$ cat src/rtl/board_pkg.sv
// Shared types and defaults for the board select/commit stage.
package board_pkg;

  localparam int DEF_TILE_W     = 12;
  localparam int DEF_ROWS       = 4;
  localparam int DEF_COLS       = 4;
  localparam int DEF_NUM_SRC    = 4;
  localparam int DEF_UNDO_DEPTH = 4;

  typedef logic [DEF_TILE_W-1:0] tile_t;
  typedef tile_t [DEF_ROWS-1:0][DEF_COLS-1:0] board_t;

  typedef enum logic [1:0] {
    IDLE = 2'd0,
    CMP  = 2'd1,
    UNDO = 2'd2,
    DONE = 2'd3
  } fsm_state_t;

  // Index width that stays at least one bit when there is a single choice.
  function automatic int idx_width(input int n);
    return (n > 1) ? $clog2(n) : 1;
  endfunction

endpackage

$ cat src/rtl/board_history.sv
// Circular LIFO of past boards; a push when full overwrites the oldest entry.
module board_history #(
  parameter int W     = 192,
  parameter int DEPTH = 4,
  parameter int CW    = $clog2(DEPTH + 1)
) (
  input  logic          clk,
  input  logic          rst,
  input  logic          push,
  input  logic          pop,
  input  logic          clear,
  input  logic [W-1:0]  din,
  output logic [W-1:0]  dout,
  output logic [CW-1:0] count
);
  import board_pkg::*;

  localparam int PW = idx_width(DEPTH);

  logic [W-1:0]  mem [DEPTH];
  logic [PW-1:0] wp;
  logic [PW-1:0] wp_next;
  logic [PW-1:0] wp_prev;

  assign wp_next = (wp == PW'(DEPTH - 1)) ? '0 : wp + PW'(1);
  assign wp_prev = (wp == '0) ? PW'(DEPTH - 1) : wp - PW'(1);
  assign dout    = mem[wp_prev];

  always_ff @(posedge clk or posedge rst) begin
    if (rst) begin
      wp    <= '0;
      count <= '0;
    end else if (clear) begin
      wp    <= '0;
      count <= '0;
    end else if (push) begin
      wp <= wp_next;
      if (count != CW'(DEPTH)) count <= count + CW'(1);
    end else if (pop && (count != '0)) begin
      wp    <= wp_prev;
      count <= count - CW'(1);
    end
  end

  // Storage carries no reset: entries are only ever read below count.
  always_ff @(posedge clk) begin
    if (push && !clear) mem[wp] <= din;
  end

endmodule

$ cat src/rtl/board_select_commit.sv
// Registered select of one candidate board, commit to the live board, with undo history.
module board_select_commit
  import board_pkg::*;
#(
  parameter int TILE_W     = DEF_TILE_W,
  parameter int ROWS       = DEF_ROWS,
  parameter int COLS       = DEF_COLS,
  parameter int NUM_SRC    = DEF_NUM_SRC,
  parameter int UNDO_DEPTH = DEF_UNDO_DEPTH,
  parameter int BW         = TILE_W * ROWS * COLS,
  parameter int SW         = idx_width(NUM_SRC),
  parameter int CW         = $clog2(UNDO_DEPTH + 1)
) (
  input  logic                  clk,
  input  logic                  rst,
  input  logic                  init,
  input  logic [BW-1:0]         init_board,
  input  logic [NUM_SRC*BW-1:0] cand,
  input  logic [SW-1:0]         sel,
  input  logic                  req_valid,
  output logic                  req_ready,
  input  logic                  undo_req,
  output logic [BW-1:0]         board,
  output logic                  done,
  output logic                  changed,
  output logic                  err,
  output logic [CW-1:0]         hist_count,
  output logic [1:0]            state_dbg
);

  // Handshake: a request is taken on a rising edge where req_valid && req_ready;
  // req_ready is high only in IDLE and nothing presented outside IDLE is kept.

  fsm_state_t state_q, state_d;

  logic [BW-1:0] board_q, cap_q, cand_sel, hist_dout;
  logic          sel_ok, sel_ok_q;
  logic          chg_q, err_q;
  logic          cap_load, init_load, commit, restore, flag_load, chg_d, err_d;
  logic          push, pop, clear;
  logic [31:0]   sel_ext;

  assign sel_ext = 32'(sel);
  assign sel_ok  = sel_ext < 32'(NUM_SRC);

  always_comb begin
    cand_sel = '0;
    for (int i = 0; i < NUM_SRC; i++) begin
      if (sel_ext == 32'(i)) cand_sel = cand[i*BW +: BW];
    end
  end

  always_ff @(posedge clk or posedge rst) begin
    if (rst) state_q <= IDLE;
    else     state_q <= state_d;
  end

  always_comb begin
    state_d   = state_q;
    cap_load  = 1'b0;
    init_load = 1'b0;
    commit    = 1'b0;
    restore   = 1'b0;
    flag_load = 1'b0;
    chg_d     = 1'b0;
    err_d     = 1'b0;
    push      = 1'b0;
    pop       = 1'b0;
    clear     = 1'b0;
    case (state_q)
      IDLE: begin
        if (init) begin
          init_load = 1'b1;
          clear     = 1'b1;
        end else if (req_valid) begin
          cap_load = 1'b1;
          state_d  = CMP;
        end else if (undo_req) begin
          state_d = UNDO;
        end
      end
      CMP: begin
        flag_load = 1'b1;
        state_d   = DONE;
        if (!sel_ok_q) begin
          err_d = 1'b1;
        end else if (cap_q != board_q) begin
          commit = 1'b1;
          push   = 1'b1;
          chg_d  = 1'b1;
        end
      end
      UNDO: begin
        flag_load = 1'b1;
        state_d   = DONE;
        if (hist_count != '0) begin
          restore = 1'b1;
          pop     = 1'b1;
          chg_d   = 1'b1;
        end else begin
          err_d = 1'b1;
        end
      end
      DONE:    state_d = IDLE;
      default: state_d = IDLE;
    endcase
  end

  always_ff @(posedge clk or posedge rst) begin
    if (rst) begin
      board_q  <= '0;
      cap_q    <= '0;
      sel_ok_q <= 1'b0;
      chg_q    <= 1'b0;
      err_q    <= 1'b0;
    end else begin
      if (cap_load) begin
        cap_q    <= cand_sel;
        sel_ok_q <= sel_ok;
      end
      if (init_load)    board_q <= init_board;
      else if (commit)  board_q <= cap_q;
      else if (restore) board_q <= hist_dout;
      if (flag_load) begin
        chg_q <= chg_d;
        err_q <= err_d;
      end
    end
  end

  board_history #(
    .W     (BW),
    .DEPTH (UNDO_DEPTH),
    .CW    (CW)
  ) u_hist (
    .clk   (clk),
    .rst   (rst),
    .push  (push),
    .pop   (pop),
    .clear (clear),
    .din   (board_q),
    .dout  (hist_dout),
    .count (hist_count)
  );

  assign board     = board_q;
  assign req_ready = (state_q == IDLE);
  assign done      = (state_q == DONE);
  assign changed   = done & chg_q;
  assign err       = done & err_q;
  assign state_dbg = state_q;

endmodule

$ cat config.mk
export PLATFORM = sky130hd
export DESIGN_NAME = board_select_commit
export DESIGN_NICKNAME = d
export VERILOG_FILES = /design/src/rtl/board_pkg.sv /design/src/rtl/board_history.sv /design/src/rtl/board_select_commit.sv
export SDC_FILE = /design/constraint.sdc
export NUM_CORES = 2
export LEC_CHECK = 0
export ABC_AREA = 1
export CAP_MARGIN = 10
export CORE_AREA = 2 2 456 458
export CTS_CLUSTER_DIAMETER = 200
export CTS_CLUSTER_SIZE = 12
export DETAILED_ROUTE_END_ITERATION = 6
export DIE_AREA = 0 0 458 460
export GPL_ROUTABILITY_DRIVEN = 0
export SYNTH_ARGS = -nofsm -noshare
export SYNTH_HDL_FRONTEND = slang
export SYNTH_SLANG_ARGS = --single-unit
$ cat constraint.sdc
create_clock -name clk -period 21.4 [get_ports clk]
set_input_delay 6.42 -clock clk [delete_from_list [all_inputs] [get_ports clk]]
set_output_delay 6.42 -clock clk [all_outputs]
set_load 0.02 [all_outputs]
==> metrics.txt <==
Initial Utilization=26.27%; post-CTS setup buffers=0; share of the synthesized area in the top cell type=42.61%; Setup Total Neg Slack=0 ps; Iteration-0 DRC Markers=4590; Nets=7604; CP Max Fanout=76; Seq cells post-synth=1162; clock latency on the worst-skew pair=750 ps; maxcap violations=0; hold violation total from the final report=0; first-pass GRT wire length=339700 um; commonest non-fill, non-tap cell in the layout=clkdlybuf4s50_1; f_max=0.1010 GHz; Mapped Nets=6670; Chip Width=458 um; Slew @ Worst Pin=1055 ps; final wirelength=244300 um; RSZ-0062 raised after global routing=false; fin crit period=9903 ps; Worst Skew=59.60 ps; HPWL Detailed=173000 um; post-layout util=34.69%; Chip Height=460 um; Pint=5.934 mW; # port buffers=1167; register area share after synthesis=60.83%; Worst Path Required=22000 ps; outcome=complete, no violations; maximum vdd drop=0.1311 mV; leading cell types in the layout, fill and taps excluded=1165 x clkdlybuf4s50_1, 987 x nand2_1, 865 x nor2_1, 768 x edfxtp_1, 709 x o21ai_0; hold_buf cts=0; critical path arrival=10500 ps; Power Total=10.53 mW; Gate power share=45.0%; sw power=4.593 mW; CTS tree=yes; net switching fraction of the power=43.63%; Core Region=206000 um^2; Static Leakage=26.07 nW; initial antenna violation count=53; sequential share of power=37.7%; post-route ant nets=0; dominant cell type by area after synthesis=edfxtp_1; Final period util=46.27%; vias in the first global route=45850; Clk pwr share=17.3%; Ys Warns=0; CP Capture Type=flip-flop; DRC=0; die area=210700 um^2; root buffer cell=clkbuf_16; CTS buffer count=106; CP Class=in2reg; Final Slew Violations=0; FP Rows=167; pin count of the biggest net entering global routing=157; fillers=20700; pwr dens=147.3 nW/um^2; total clock sinks=1162; Clock Pin Slew Worst Setup and Hold Paths=70 ps; IO Pins=1168; Hold/Removal Path Class=reg2reg; Unique masters post-synth=32; grt total ovfl=0; Mapped Area=54120 um^2; Post-Syn Instances=5694; Pre-Repair DR Iteration Count=5; synth top area cells=edfxtp_1 43%, dfrtp_1 18%, nand2_1 6.9%; flop-to-flop setup slack=13990 ps; Setup Viol. Count Final=0; CTS resizes=0; wire per inst=25.87 um; startpoint class of the critical path=input pin; slew margin rel.=29.68%; Mean Syn Cell Area=9.505 um^2; P&R area growth vs syn=32.05%; ratio of cells with drive above 1 in the final layout=3.170%; worst-case clock buffer depth=3; Overall Global Routing Usage=22.18%; post-DR vias/cell=5.032; CTS H-tree depth=3; Vias=47530
cells in the mapped netlist:
| library cell | instances |
|---|---|
| o21ai_0 | 709 |
| a31oi_1 | 2 |
| a41oi_1 | 1 |
| nand2_2 | 1 |
| dfrtp_1 | 394 |
| or2_0 | 2 |
| nand3_1 | 491 |
| clkinv_1 | 1 |
| a22oi_1 | 26 |
| nand4_1 | 62 |
| nand3_2 | 1 |
| nand2_1 | 989 |
| buf_2 | 56 |
| clkbuf_1 | 322 |
| o22ai_1 | 194 |
| buf_1 | 34 |
| or2_1 | 2 |
| o21ai_1 | 41 |
| ha_1 | 8 |
| nor2_1 | 871 |
| a211oi_1 | 87 |
| o211ai_1 | 65 |
| fa_1 | 1 |
| inv_1 | 245 |
| nor3_1 | 1 |
| or2_2 | 1 |
| xor2_1 | 1 |
| inv_2 | 5 |
| a21oi_1 | 115 |
| edfxtp_1 | 768 |
| xnor2_1 | 158 |
| a221oi_1 | 40 |
final cells by class:
class	count	area, um^2	share of cell area, %
diodes	21	52.55	0.07353
repair buffers	1238	12250	17.14
flip-flops and latches	1162	32930	46.07
inverters	251	994.7	1.392
multi-input cells	3869	18770	26.26
clock inverters	4	75.07	0.1050
clock buffers	196	3022	4.228
well taps	2704	3383	4.734
power by group through the flow:
| stage | logic [mW] | registers, mW | clock network [mW] |
|---|---|---|---|
| after floorplan | 2.75 | 4.06 | 0 |
| after global placement | 4.70 | 3.98 | 0 |
| after detailed placement | 4.75 | 4.01 | 0 |
| after CTS | 4.77 | 3.97 | 1.87 |
| after global routing | 5.23 | 4.06 | 1.94 |
| final | 4.74 | 3.97 | 1.82 |
final timing paths:
kind / cells past startpoint / startpoint / end
hold reg to reg: 2 / sel_ok_q$_DFFE_PP0P_ / sel_ok_q$_DFFE_PP0P_
setup / recovery: 9 / init / board[93]$_DFFE_PP0P_
setup reg to reg: 16 / board[0]$_DFFE_PP0P_ / board[89]$_DFFE_PP0P_
max in group asynchronous: 4 / rst / cap_q[139]$_DFFE_PP0P_
hold / removal: 2 / sel_ok_q$_DFFE_PP0P_ / sel_ok_q$_DFFE_PP0P_
min in group asynchronous: 2 / rst / cap_q[34]$_DFFE_PP0P_
through the flow:
stage	std cells	area, um^2	worst slack (ps)	hold WS, ps
after floorplan	5694	54120	4026	447.9
after global placement	9224	68320	10890	463.1
after detailed placement	9224	68320	10810	470.9
after CTS	9424	71420	11610	487.5
after global routing	9439	71460	11270	530.8
final	9445	71470	11500	490.5
sequential cells by signal (all words and copies together) (netlist names):
signal	count
err_q	1
u_hist.mem	768
cap_q	192
board	192
chg_q	1
u_hist.wp	2
state_dbg	2
u_hist.count	3
sel_ok_q	1
worst max-delay path: stages:
cell and delay [ps]:
clkdlybuf4s50_1 570, nand2_4 350, nand3_4 620, buf_4 670, buf_4 620, buf_4 710, nand2_1 140, nor2_1 160
nor2_1 50
logic make-up after synthesis:
| logic type | Yosys count | synth area share (%) |
|---|---|---|
| AND/OR/NAND/NOR | 2421 | 18.25 |
| AO/OA/AOI/OAI | 1280 | 13.40 |
| flip-flops | 1162 | 60.83 |
| buffers and inverters | 663 | 4.728 |
| XOR/XNOR | 159 | 2.573 |
| adder cells (fa/ha/maj) | 9 | 0.2219 |
per-layer routing:
metal	routed length, um	GRT usage (%)
met4	10780	9.840
met2	114800	36.22
met3	19250	4.963
met1	99310	28.04
met5	157	0
Power figures use the tool's default switching activity.
